File: config.mk
export PLATFORM = sky130hd
export DESIGN_NAME = mat4_loader
export DESIGN_NICKNAME = d
export VERILOG_FILES = /design/src/rtl/mat4_loader.sv
export SDC_FILE = /design/constraint.sdc
export NUM_CORES = 1
export LEC_CHECK = 0
export ABC_AREA = 1
export CAP_MARGIN = 20
export CORE_UTILIZATION = 52
export DETAILED_ROUTE_END_ITERATION = 8
export PLACE_DENSITY = 0.93
export SYNTH_ARGS = -nofsm -noshare
export SYNTH_HDL_FRONTEND = slang
export SYNTH_SLANG_ARGS = --single-unit
File: constraint.sdc
create_clock -name clk -period 4 [get_ports clk]
set_input_delay 0.6 -clock clk [delete_from_list [all_inputs] [get_ports clk]]
set_output_delay 0.6 -clock clk [all_outputs]
set_load 0.02 [all_outputs]
File: src/rtl/mat4_loader.sv
`timescale 1ns/1ps
`default_nettype none
// ============================================================================
// Module   : mat4_loader
// Brief    : Loads 16 signed bytes into a packed 4x4 matrix, waits DET_LAT
//            cycles, then captures the downstream determinant and overflow.
//            Define STICKY_OVF_EN to add an accumulated overflow flag.
// Revision : 1.0 - initial release
// ============================================================================
module mat4_loader #(
    parameter int DET_LAT = 2
) (
    input  logic         clk,
    input  logic         rst_n,
    input  logic         in_valid,
    output logic         in_ready,
    input  logic [7:0]   in_data,
    output logic [127:0] mat_out,
    output logic         mat_valid,
    input  logic [7:0]   det_in,
    input  logic         ovf_in,
    output logic         res_valid,
    input  logic         res_ready,
    output logic [7:0]   res_det,
    output logic         res_ovf,
    output logic         busy,
    output logic         ovf_sticky
);

    typedef enum logic [1:0] {
        S_LOAD = 2'd0,
        S_WAIT = 2'd1,
        S_OUT  = 2'd2
    } state_t;

    localparam logic [3:0] c_WAIT_INIT = 4'(DET_LAT - 1);

    state_t       r_state;
    logic [3:0]   r_idx;
    logic [3:0]   r_cnt;
    logic [127:0] r_mat;
    logic         r_mat_valid;
    logic         r_res_valid;
    logic [7:0]   r_res_det;
    logic         r_res_ovf;

    logic         w_accept;
    logic [6:0]   w_lsb;

    assign in_ready  = rst_n && (r_state == S_LOAD);
    assign busy      = rst_n && (r_state != S_LOAD);
    assign w_accept  = in_valid && in_ready;
    // Element idx lives at bits [127-8*idx -: 8], i.e. LSB at 8*(15-idx).
    assign w_lsb     = {~r_idx, 3'b000};

    assign mat_out   = r_mat;
    assign mat_valid = r_mat_valid;
    assign res_valid = r_res_valid;
    assign res_det   = r_res_det;
    assign res_ovf   = r_res_ovf;

    always_ff @(posedge clk) begin
        if (!rst_n) begin
            r_state     <= S_LOAD;
            r_idx       <= 4'd0;
            r_cnt       <= 4'd0;
            r_mat       <= 128'd0;
            r_mat_valid <= 1'b0;
            r_res_valid <= 1'b0;
            r_res_det   <= 8'd0;
            r_res_ovf   <= 1'b0;
        end else begin
            r_mat_valid <= 1'b0;
            case (r_state)
                S_LOAD: begin
                    if (w_accept) begin
                        r_mat[w_lsb +: 8] <= in_data;
                        r_idx             <= r_idx + 4'd1;
                        if (r_idx == 4'd15) begin
                            r_state     <= S_WAIT;
                            r_cnt       <= c_WAIT_INIT;
                            r_mat_valid <= 1'b1;
                        end
                    end
                end
                S_WAIT: begin
                    if (r_cnt == 4'd0) begin
                        r_res_det   <= det_in;
                        r_res_ovf   <= ovf_in;
                        r_res_valid <= 1'b1;
                        r_state     <= S_OUT;
                    end else begin
                        r_cnt <= r_cnt - 4'd1;
                    end
                end
                S_OUT: begin
                    if (res_ready) begin
                        r_res_valid <= 1'b0;
                        r_state     <= S_LOAD;
                    end
                end
                default: r_state <= S_LOAD;
            endcase
        end
    end

`ifdef STICKY_OVF_EN
    logic r_ovf_sticky;
    logic w_capture;

    assign w_capture  = (r_state == S_WAIT) && (r_cnt == 4'd0);
    assign ovf_sticky = r_ovf_sticky;

    always_ff @(posedge clk) begin
        if (!rst_n) begin
            r_ovf_sticky <= 1'b0;
        end else if (w_capture && ovf_in) begin
            r_ovf_sticky <= 1'b1;
        end
    end
`else
    assign ovf_sticky = 1'b0;
`endif

endmodule
`default_nettype wire

==> run_results.csv, run 1 <==
group,metric,value,unit
clocking,cts.path.max_buffers,2,
setup_path,required,4.32,ns
synthesis,synth_top_area_share,46.66,%
final_layout,seqCellArea,2983,sq um
sta,period_minus_slack,3.020,ns
synthesis,synth_area,6392,sq um
synthesis,synthArstFlopShare,0,%
synthesis,synthFlopType,"dfxtp_1",
worst_hold_path,hp-class,"reg2reg",
final_layout,layout_common_cells,"nor2_1, nand2_1, clkdlybuf4s50_1, dfxtp_1, inv_1",
final_layout,fin_area,8583,sq um
outcome,status,"finished, final reports clean",
clocking,cts_made_buffers,17,
clocking,clock_latency,0.43,ns
clocking,cts_resized,0,
final_layout,areaGrowthSynthToFinish,34.27,%
synthesis,synth_area_leaders,"dfxtp_1, nor2_1, nand2_1, inv_1, a21oi_1",
synthesis,synth_top_cell_by_area,"dfxtp_1",
clocking,cts.sinks,149,
synthesis,ys_seq_area_share,46.66,%
global_route,grt_use_total,29.02,%
clocking,cts_tree,"yes",
power_and_ir_drop,ir_worst_vdd,0.0002634,V
synthesis,syn-num-nets,963,
global_route,grt_pass1_wl,29.03,mm
routing,drc,0,
sta,max_freq,331.1,MHz
floorplanning,core_region_area,12010,sq um
synthesis,ys.warnings.count,0,
routing,vias,6497,
setup_path,worstPathArrival,3.34,ns
sta,finalClockSkew,0.009888,ns
place,gp_congestion,0.9077,
place,portBuffers,161,
global_route,grt_start_max_net_pins,76,
floorplanning,start_util,53.22,%
routing,viasPerCell,5.223,
setup_path,cpMostUsedCell,"nand2_1",
sta,worst_pin_slew,0.7948,ns
synthesis,synth-edff-count,0,
routing,wire_per_inst,14.44,microns
sta,setup_tns,0,ns
routing,wirelength,17.97,mm
run,drv_cap,0,
setup_path,worst_setup_path_start_kind,"flip-flop",
place,dp_hpwl,12.34,mm
setup_path,path_cells,"clkinv_1 > ha_1 > nand3_1 > inv_1 > nand2_1 > nor2_1 > nand2_1 > nand2_1 > nor2_1",
floorplanning,io_pins,163,
sta,relSlewSlack,46.82,%
synthesis,synth.avg_cell_area,6.815,sq um
sta,hold_viol_final,0,
setup_path,crit_path_max_incr_delay,0.64,ns
final_layout,final_common_cell,"nor2_1",
floorplanning,die_w,112.9,microns
global_route,grt-ovfl-total,0,
power_and_ir_drop,p_leak,3.852,nW
power_and_ir_drop,p_per_area,399.4,nW/um^2
synthesis,synth.distinct_cells,30,
routing,drt_first_pass_iters,6,
clocking,ctsHoldBuffers,0,
routing,drt_iter0_drc,567,
final_layout,final_nets,1109,
clocking,cts_max_level,4,
clocking,post-cts-setup-buffers,0,
setup_path,critical_path_class,"reg2reg",
setup_path,critical-path-slowest-cell,"nor2_1",
sta,setup_viol,0,
setup_path,endpoint_kind,"flip-flop",
global_route,grt_pass1_vias,6108,
clocking,clk_pin_slew_worst_paths,0.06,ns
setup_path,cp_max_fo,13,
clocking,cts-root-buf,"clkbuf_16",
final_layout,drive_gt1_share,6.381,%
floorplanning,std_cell_rows,40,
sta,timing.final.crit_share,75.50,%
floorplanning,dieArea,12740,sq um
synthesis,synth_cells,938,
final_layout,multi_input_area,2800,sq um
final_layout,n_antenna_cell,0,
floorplanning,die-height,112.9,microns
synthesis,ys_ff_latch,149,
routing,ant_nets,0,
place,dpl_cell_area,8000,sq um
sta,grt_setup_unrepaired,"false",
final_layout,fill_cells,941,
sta,maxSlewViolCount,0,
global_route,antenna_found_initial,0,
final timing paths:
check / cells past startpoint / endpoint / startpoint / slack, ns
max reg2reg: 9 / mat_out[114] / r_idx[0] / 0.98
min reg2reg: 2 / mat_out[19] / mat_out[19] / 0.46
max: 9 / mat_out[114] / r_idx[0] / 0.98
min: 2 / mat_out[19] / mat_out[19] / 0.46
cells by family after synthesis:
| family | after synthesis | synth area share [%] |
|---|---|---|
| AOI/OAI and AO/OA | 96 | 7.614 |
| adders and majority gates | 4 | 0.7830 |
| buffers and inverters | 144 | 9.532 |
| DFF | 149 | 46.66 |
| other | 1 | 0.05866 |
| and+or+nand+nor | 544 | 35.35 |
power by group:
group / switching (W) / total (W) / internal (W)
clock: 0.000601 / 0.00159 / 0.000987
sequential: 0.0000169 / 0.00152 / 0.00150
combinational: 0.000219 / 0.000318 / 0.0000997
total: 0.000837 / 0.00343 / 0.00259
metal layers:
metal  vias up  global-route usage [%]  wire [microns]
li1       3153                       -               -
met1      2913                   34.84            7125
met2       362                   46.75            8282
met3        69                   9.427            1970
met4         0                   14.82             588
met5         -                       0               0
metrics by stage:
step	hold WS, ns	worst slack (ns)	utilization, %	instances	total power [W]
2_1_floorplan	0.4531	1.854	-	938	0.001753
3_3_place_gp	0.4485	1.339	66.60	1212	0.001852
3_5_place_dp	0.4575	1.171	66.60	1212	0.001859
4_1_cts	0.4680	1.075	71.46	1244	0.003434
5_1_grt	0.4892	0.6976	71.46	1244	0.003546
6_report	0.4648	0.9798	71.46	1244	0.003428
cell type report:
class | count | share of cell area (%)
clock buffer | 21 | 5.248
inverter | 107 | 4.679
timing repair buffer | 164 | 19.01
tap | 147 | 2.143
sequential | 149 | 34.75
multi-input combinational | 645 | 32.62
clock inverter | 11 | 1.545
synth_stat cells (all sizes together), types with 3 or more instances:
| cell type | count |
|---|---|
| nor2 | 258 |
| nor3 | 3 |
| o21ai | 45 |
| buf | 25 |
| nand4 | 7 |
| ha | 4 |
| dfxtp | 149 |
| clkinv | 3 |
| inv | 104 |
| nand3 | 35 |
| a21oi | 48 |
| clkbuf | 12 |
| nand2 | 240 |
registers in the layout, summed over array words and instances, names as in the netlist:
register and flops:
mat_out 128, r_cnt 4, r_state 2, r_idx 4
mat_valid 1, res_valid 1, res_det 8, res_ovf 1
critical path, delay by kind of cell, from the launching register on:
kind / cells / cell delay (ns)
AND/OR/NAND/NOR: 6 / 1.27
adder cells (fa/ha/maj): 1 / 0.59
flip-flops: 1 / 0.57
buffers and inverters: 2 / 0.48
No activity file was read; power rests on OpenSTA's default activity.
==> inputs of run 2 (changes only) <==
CORE_UTILIZATION = 44   (was 52)
PLACE_DENSITY = 0.85   (was 0.93)
clock period = 2.5 ns   (was 4 ns; I/O delays follow)
==> run 2 against run 1 <==
Worst setup slack worse by 0.68 ns; via count down 4.6%; critical endpoint is now mat_out[36]; non-clock buffer count increased by 15.
==> run_results.csv, run 2 (synthesis gave the netlist of run 1 again) <==
group,metric,value,unit
routing,wire_per_inst,13.63,microns
sta,setup_viol,0,
power_and_ir_drop,p_total,0.005136,W
clocking,cts_max_level,4,
clocking,cts_tree,"yes",
routing,drt_first_pass_iters,6,
final_layout,layout_common_cells,"nor2_1, nand2_1, clkdlybuf4s50_1, dfxtp_1, inv_1",
run,drv_cap,0,
power_and_ir_drop,p_per_area,594.6,nW/um^2
sta,fin_ws,0.3043,ns
sta,hold_viol_final,0,
floorplanning,start_util,45.52,%
clocking,cts_made_buffers,17,
power_and_ir_drop,p_leak,3.879,nW
setup_path,critical_path_class,"reg2reg",
floorplanning,die_w,122.5,microns
sta,setup_tns,0,ns
sta,finalClockSkew,0.004771,ns
routing,wirelength,17.58,mm
setup_path,required,2.80,ns
final_layout,areaGrowthSynthToFinish,35.11,%
sta,period_minus_slack,2.196,ns
sta,hold_ws,0.3066,ns
place,gp_congestion,0.8516,
floorplanning,dieArea,15010,sq um
sta,relSlewSlack,53.76,%
place,dp_hpwl,12.85,mm
final_layout,largest_reg_flops,128,
clocking,post-cts-setup-buffers,0,
sta,worst_pin_slew,0.6883,ns
clocking,cts.path.max_buffers,2,
clocking,cts-root-buf,"clkbuf_16",
place,place_ws,0.3495,ns
global_route,grt_pass1_wl,27.18,mm
sta,max_freq,455.4,MHz
setup_path,endpoint_kind,"flip-flop",
routing,vias,6195,
final_layout,drive_gt1_share,7.207,%
clocking,clk_pin_slew_worst_paths,0.06,ns
final_layout,instances_no_fill,1290,
place,portBuffers,161,
floorplanning,die-height,122.5,microns
global_route,grt-ovfl-total,0,
global_route,grt_use_total,23.90,%
floorplanning,core_region_area,14040,sq um
setup_path,path_cells,"buf_4 > clkinv_1 > ha_1 > clkinv_1 > nand3_1 > nor2_2 > nand2_1 > nand2_1 > a21oi_1",
routing,drc,0,
place,placed_cells,1260,
setup_path,cp_max_fo,10,
setup_path,critical-path-slowest-cell,"dfxtp_1",
power_and_ir_drop,ir_worst_vdd,0.0004855,V
setup_path,crit_path_max_incr_delay,0.40,ns
global_route,grt_start_max_net_pins,63,
final_layout,final_common_cell,"nor2_1",
routing,ant_nets,0,
outcome,status,"finished, final reports clean",
final_layout,fill_cells,1292,
clocking,cts.sinks,149,
floorplanning,io_pins,163,
global_route,grt_pass1_vias,5449,
worst_hold_path,hp-class,"in2reg",
clocking,clock_latency,0.42,ns
sta,maxSlewViolCount,0,
clocking,ctsHoldBuffers,0,
sta,grt_setup_unrepaired,"false",
setup_path,worst_setup_path_start_kind,"flip-flop",
floorplanning,std_cell_rows,43,
final_layout,final_nets,1124,
routing,drt_iter0_drc,495,
sta,timing.final.crit_share,87.83,%
global_route,antenna_found_initial,0,
routing,viasPerCell,4.802,
clocking,cts_resized,0,
final_layout,n_antenna_cell,0,
setup_path,worstPathArrival,2.50,ns
run 2: cell types whose count changed in the layout (fill, tap and decap cells not counted), sizes merged:
cell      before  now
clkinvlp       1    0
clkbuf        21   23
bufinv         3    0
buf            4   19
run 2: worst paths after layout:
check | startpoint | to | slack [ns] | cells after the start
hold reg to reg | mat_out[32] | mat_out[32] | 0.46 | 2
setup / recovery | r_idx[0] | mat_out[36] | 0.30 | 9
hold / removal | rst_n | res_det[7] | 0.31 | 3
setup reg to reg | r_idx[0] | mat_out[36] | 0.30 | 9
run 2: critical path: cells and delay by family, from the launching register on:
family / cells / cell delay, ns
AO/OA/AOI/OAI: 1 / 0.07
adder cells (fa/ha/maj): 1 / 0.31
buffers and inverters: 3 / 0.35
flip-flops: 1 / 0.40
AND/OR/NAND/NOR: 4 / 0.95
run 2: power by group:
group,switching (W),internal (W),total [W]
Sequential,0.0000238,0.00241,0.00243
Clock,0.000929,0.00124,0.00217
Combinational,0.000353,0.000183,0.000536
run 2: cell type report:
cell class	count	area, sq um	area share [%]
Clock buffer	23	447.9	5.186
Clock inverter	7	35.03	0.4056
Inverter	107	401.6	4.650
Multi-Input combinational cell	645	2800	32.42
Sequential cell	149	2983	34.54
Tap cell	180	225.2	2.608
Timing Repair Buffer	179	1744	20.19
run 2: layer usage:
metal	share of wire, %	wire [microns]	up-vias	global-route usage [%]
met1	43	7630	2791	29.89
met3	9.5	1667	32	9.015
li1	-	-	3168	-
met2	45	7996	204	37.54
met4	1.6	286	0	8.232
met5	0	0	-	0
run 2: metrics by stage:
stage / util, % / instance area (sq um)
floorplan: - / 6392
global placement: 58.07 / 8154
detailed placement: 58.07 / 8154
CTS: 61.51 / 8637
global route: 61.51 / 8637
finish: 61.51 / 8637
